### src/rtl/serial_add_if.sv
// Operand/result bundle for the bit-serial adder: start/busy/done handshake plus data.
// Master drives start and operands; slave returns status and the held result.
interface serial_add_if #(
  parameter int WIDTH = 16
);
  logic             start;
  logic [WIDTH-1:0] a;
  logic [WIDTH-1:0] b;
  logic             busy;
  logic             done;
  logic [WIDTH-1:0] c;
  logic             carry;
  logic             overflow;

  modport master (
    output start, a, b,
    input  busy, done, c, carry, overflow
  );

  modport slave (
    input  start, a, b,
    output busy, done, c, carry, overflow
  );
endinterface

### src/rtl/serial_add.sv
// Bit-serial WIDTH-bit adder with carry-out and signed overflow; latency WIDTH cycles, one result per WIDTH+1.
// Backpressure: start is only sampled in IDLE or DONE; requests while busy are dropped.
module serial_add #(
  parameter int WIDTH = 16
) (
  input  logic         clk,
  input  logic         rst_n,
  serial_add_if.slave  bus
);

  localparam int CW = $clog2(WIDTH);
  localparam logic [CW-1:0] LAST = CW'(WIDTH - 1);

  typedef enum logic [1:0] {
    S_IDLE = 2'd0,
    S_RUN  = 2'd1,
    S_DONE = 2'd2
  } state_t;

  state_t           r_state;
  state_t           w_next;
  logic             w_load;
  logic             w_step;
  logic             w_fin;

  logic [WIDTH-1:0] r_a;
  logic [WIDTH-1:0] r_b;
  logic [WIDTH-1:0] r_sum;
  logic             r_cy;
  logic [CW-1:0]    r_cnt;
  logic             r_a_msb;
  logic             r_b_msb;
  logic [WIDTH-1:0] r_c;
  logic             r_carry;
  logic             r_ovf;

  logic             w_s;
  logic             w_co;
  logic [WIDTH-1:0] w_res;

  always_ff @(posedge clk or negedge rst_n) begin
    if (!rst_n) begin
      r_state <= S_IDLE;
    end else begin
      r_state <= w_next;
    end
  end

  always_comb begin
    w_next = r_state;
    w_load = 1'b0;
    w_step = 1'b0;
    w_fin  = 1'b0;
    case (r_state)
      S_IDLE: begin
        if (bus.start) begin
          w_load = 1'b1;
          w_next = S_RUN;
        end
      end
      S_RUN: begin
        w_step = 1'b1;
        if (r_cnt == LAST) begin
          w_fin  = 1'b1;
          w_next = S_DONE;
        end
      end
      S_DONE: begin
        if (bus.start) begin
          w_load = 1'b1;
          w_next = S_RUN;
        end else begin
          w_next = S_IDLE;
        end
      end
      default: w_next = S_IDLE;
    endcase
  end

  // One full adder, fed from the operand LSBs; the sum enters the result MSB.
  assign w_s   = r_a[0] ^ r_b[0] ^ r_cy;
  assign w_co  = (r_a[0] & r_b[0]) | (r_a[0] & r_cy) | (r_b[0] & r_cy);
  assign w_res = {w_s, r_sum[WIDTH-1:1]};

  always_ff @(posedge clk or negedge rst_n) begin
    if (!rst_n) begin
      r_a     <= '0;
      r_b     <= '0;
      r_sum   <= '0;
      r_cy    <= 1'b0;
      r_cnt   <= '0;
      r_a_msb <= 1'b0;
      r_b_msb <= 1'b0;
      r_c     <= '0;
      r_carry <= 1'b0;
      r_ovf   <= 1'b0;
    end else if (w_load) begin
      r_a     <= bus.a;
      r_b     <= bus.b;
      r_a_msb <= bus.a[WIDTH-1];
      r_b_msb <= bus.b[WIDTH-1];
      r_sum   <= '0;
      r_cy    <= 1'b0;
      r_cnt   <= '0;
    end else if (w_step) begin
      r_a   <= r_a >> 1;
      r_b   <= r_b >> 1;
      r_sum <= w_res;
      r_cy  <= w_co;
      r_cnt <= r_cnt + CW'(1);
      // Operand MSBs are shifted away by now, so the sign rule uses the copies taken at load.
      if (w_fin) begin
        r_c     <= w_res;
        r_carry <= w_co;
        r_ovf   <= (r_a_msb == r_b_msb) && (w_s != r_a_msb);
      end
    end
  end

  assign bus.busy     = (r_state == S_RUN);
  assign bus.done     = (r_state == S_DONE);
  assign bus.c        = r_c;
  assign bus.carry    = r_carry;
  assign bus.overflow = r_ovf;

endmodule

### src/flat_wrapper.sv
// flat-port wrapper written by rule: the top's interface ports become plain ports
module serial_add_flat 
#(
  parameter int WIDTH = 16
)
  (clk, rst_n, bus_start, bus_a, bus_b, bus_busy, bus_done, bus_c, bus_carry, bus_overflow);
  serial_add_if #(.WIDTH(WIDTH)) bus_i ();
  input  logic clk;
  input  logic rst_n;
  input wire logic [$bits(bus_i.start)-1:0] bus_start;
  input wire logic [$bits(bus_i.a)-1:0] bus_a;
  input wire logic [$bits(bus_i.b)-1:0] bus_b;
  output wire logic [$bits(bus_i.busy)-1:0] bus_busy;
  output wire logic [$bits(bus_i.done)-1:0] bus_done;
  output wire logic [$bits(bus_i.c)-1:0] bus_c;
  output wire logic [$bits(bus_i.carry)-1:0] bus_carry;
  output wire logic [$bits(bus_i.overflow)-1:0] bus_overflow;
  assign bus_i.start = bus_start;
  assign bus_i.a = bus_a;
  assign bus_i.b = bus_b;
  assign bus_busy = bus_i.busy;
  assign bus_done = bus_i.done;
  assign bus_c = bus_i.c;
  assign bus_carry = bus_i.carry;
  assign bus_overflow = bus_i.overflow;
  serial_add #(.WIDTH(WIDTH)) u_core (.clk(clk), .rst_n(rst_n), .bus(bus_i));
endmodule
### config.mk
export PLATFORM = sky130hd
export DESIGN_NAME = serial_add_flat
export DESIGN_NICKNAME = d
export VERILOG_FILES = /design/src/rtl/serial_add_if.sv /design/src/rtl/serial_add.sv /design/src/flat_wrapper.sv
export SDC_FILE = /design/constraint.sdc
export NUM_CORES = 1
export LEC_CHECK = 0
export CORE_MARGIN = 3
export CORE_UTILIZATION = 54
export CTS_BUF_LIST = sky130_fd_sc_hd__clkbuf_2 sky130_fd_sc_hd__clkbuf_4 sky130_fd_sc_hd__clkbuf_8
export DETAILED_ROUTE_END_ITERATION = 10
export GPL_ROUTABILITY_DRIVEN = 0
export PLACE_DENSITY = 0.88
export SYNTH_ARGS = -nofsm -noshare
export SYNTH_HDL_FRONTEND = slang
export SYNTH_SLANG_ARGS = --single-unit
### constraint.sdc
create_clock -name clk -period 2 [get_ports clk]
set_input_delay 0.3 -clock clk [delete_from_list [all_inputs] [get_ports clk]]
set_output_delay 0.3 -clock clk [all_outputs]
set_load 0.01 [all_outputs]
==> results.md <==
* VDD IR max at 0.891 mV
* Static leakage at 1.74 nW
* Max Slew Vio Count at 0
* Antenna viol nets, final at 0
* Synth Instances at 275
* Avg Synthesized Cell Area at 11.1 sq um
* DRC at 0
* Vias in the first global route at approximately 2,200
* Hold Violations, Final at 0
* # nets final at 366
* RR Startpoint: u_core.r_cnt[0]
* Worst-Margin Slew at 466 ps
* CP max-delay cell: clkdlybuf4s50_1
* Critical Path RT at 1700 ps
* Detailed Routing Iterations Pass 1 at 4
* Worst-skew pair later-pin latency at between 300 and 400 ps
* First-pass GRT wire length at around 10 mm
* Hpwl dp at 3.94 mm
* Core footprint at 5270 sq um
* Max Cap Viol at 0
* Max stage delay on crit path at 540 ps
* Post-synthesis sequential area ratio at between 60% and 70%
* P&R area growth vs syn at 26.4%
* Worst R2R Path Depth at 4
* Synthesized cell area at ~3000 sq um
* Synth unique cells at 29
* R2r endpoint: u_core.bus.c[6]
* Vias per inst at 5.51
* CTS tree: done
* Initial antenna violation count at 0
* Setup violations, final at 0
* Core Rows at 26
* Worst setup SP type: flip-flop
* Die area at 6580 sq um
* Crit share post-route at 93.2%
* Worst rel slew slack at a little under 70%
* Setup CP Type: reg -> out
* Die Span Y at 81.1 um
* WL/cell at 15.2 um
* Share of cells above drive strength 1 at 13.3%
* Hold crit path type: reg -> reg
* Remaining global-route overflow at 0
* WP data arrival at 1560 ps
* Final min period at ~1900 ps
* Setup tns final at 0 ps
* Post-CTS setup buffers at 0
* Pin count of the biggest net entering global routing at 75
* Hold depth at 1
* Clock sinks at 74
* Setup slack after layout at 135 ps
* Clock slew at reported path FFs at 70 ps
* Max frequency at 536 MHz
* Endpoint class of the critical path: output pin
* Total vias in the final route at ~2,200
* CTS root buf: clkbuf_8
* Status: finished, final reports clean
* Die W at roughly 81 um
* Finished Core Util at 73.1%
* Skew final at 6.81 ps
* PortBufs at 54
* Detailed Route Iter0 Violations at 135
* Seq cells post-synth at 74
* Delay-heaviest family, CP: buffers and inverters
* DRT Wirelength at 6.12 mm
* Crit-path max FO at 12
* Syn_nets at approximately 310
* # diodes at 0
* CP Buf/Inv Count at 2
* CTS H-Tree Depth at 3
* Io pins at 55
* Pre-CTS setup slack at 275 ps
* Initial core utilization at between 50% and 60%
* Hold Crit Start: u_core.r_cy
* Register-to-register setup slack at roughly 300 ps
* Clk buf depth at 2
* RSZ-0062 raised after global routing: false
* CP cell instances: nand2b_4 > inv_2 > clkdlybuf4s50_1
* Power Density at 1530 nW/um^2
* Hold Crit Endpoint: u_core.r_cy
* Synth warn at 0
* GRT Util Overall at 20.5%
* CTS buffer count at 9
## where the power goes
group | leakage [nW] | switching, mW | internal, mW
Sequential | 0.927 | 0.417 | 2.18
Combinational | 0.712 | 1.07 | 1.09
Clock | 0.0980 | 0.500 | 0.645
## how the worst max path moves through the flow
stage	startpoint	end	slack, ps	cells past startpoint
6_report	u_core.r_state[1]	bus_busy	140	3
5_1_grt	u_core.r_state[1]	bus_busy	40	3
4_1_cts	u_core.r_state[1]	bus_busy	120	3
3_5_place_dp	u_core.r_cnt[0]	u_core.bus.c[6]	270	4
3_3_place_gp	bus_start	u_core.r_sum[12]	350	5
2_1_floorplan	u_core.r_cy	u_core.bus.overflow	500	5
## sequential cells by signal, indices dropped and copies added (netlist names), 2 cells and up
register        cells
u_core.r_a         16
u_core.r_sum       15
u_core.bus.c       16
u_core.r_b         16
u_core.r_state      2
u_core.r_cnt        4
## cells in the mapped netlist (all sizes together)
master	count	area, sq um
a221o	2	20.0
a22o	17	149
a22oi	4	30.0
a31oi	24	150
buf	16	95.1
clkbuf	2	7.51
dfrtp	74	1850
fa	1	20.0
ha	1	12.5
inv	4	15.0
mux2	17	191
mux2i	2	20.0
nand2	63	236
nand2b	2	15.0
nand3	7	40.0
nand4	1	6.26
nor2	26	113
nor2b	2	12.5
nor3	2	10.0
o21ai	3	15.0
o2bb2ai	2	17.5
o31ai	2	15.0
or3	1	6.26
## per-layer routing
layer	GRT usage, %	part of all wire [%]	up-vias
li1	-	-	1061
met1	28.2	46	1080
met2	31.0	47	68
met3	7.21	6.7	5
met4	6.25	0.62	0
met5	0	0	-
## cell type report
| cell class | instances | area, sq um |
|---|---|---|
| Sequential cell | 74 | 1850 |
| Fill cell | 378 | 1420 |
| Multi-Input combinational cell | 179 | 1090 |
| Timing Repair Buffer | 61 | 616 |
| Clock buffer | 12 | 159 |
| Tap cell | 70 | 87.6 |
| Clock inverter | 2 | 37.5 |
| Inverter | 4 | 15.0 |
## worst reg2reg max path: stages, from the launching register on
cell	delay [ps]
dfrtp_1	400
ha_1	230
nand3_2	150
nor2_4	410
mux2_2	400
## layout by cell type (no fill, tap or decap), drive strengths merged, types with 3 or more instances in the layout
cell / count
a31oi: 24
dfrtp: 74
nand3: 7
nor2: 26
a22oi: 4
o21ai: 3
clkdlybuf4s50: 53
clkbuf: 12
a22o: 17
nand2: 63
mux2: 17
inv: 4
buf: 7
## through the flow
stage          std cells  hold slack [ps]  power [mW]  instance area (sq um)
2_1_floorplan        275             4.41        3.97                   3050
3_3_place_gp         387              357        4.66                   3640
3_5_place_dp         387              356        4.77                   3640
4_1_cts              402              494        5.94                   3850
5_1_grt              402              512        6.33                   3850
6_report             402              487        5.90                   3850
## cells by family after synthesis
logic type / synth area share [%]
AO/OA/AOI/OAI: 13.0
adder cells (fa/ha/maj): 1.07
buffers and inverters: 3.86
flip-flops: 60.7
multiplexers: 6.93
AND/OR/NAND/NOR: 14.4
## repair_timing
item | 4_1_cts | 5_1_grt
setup endpoints to repair | 1 | 0
hold buffers | 1 | 0
endpoints found under the hold margin | 65 | 0
gates resized for setup | 1 | 0
(Power assumes the default switching activity.)
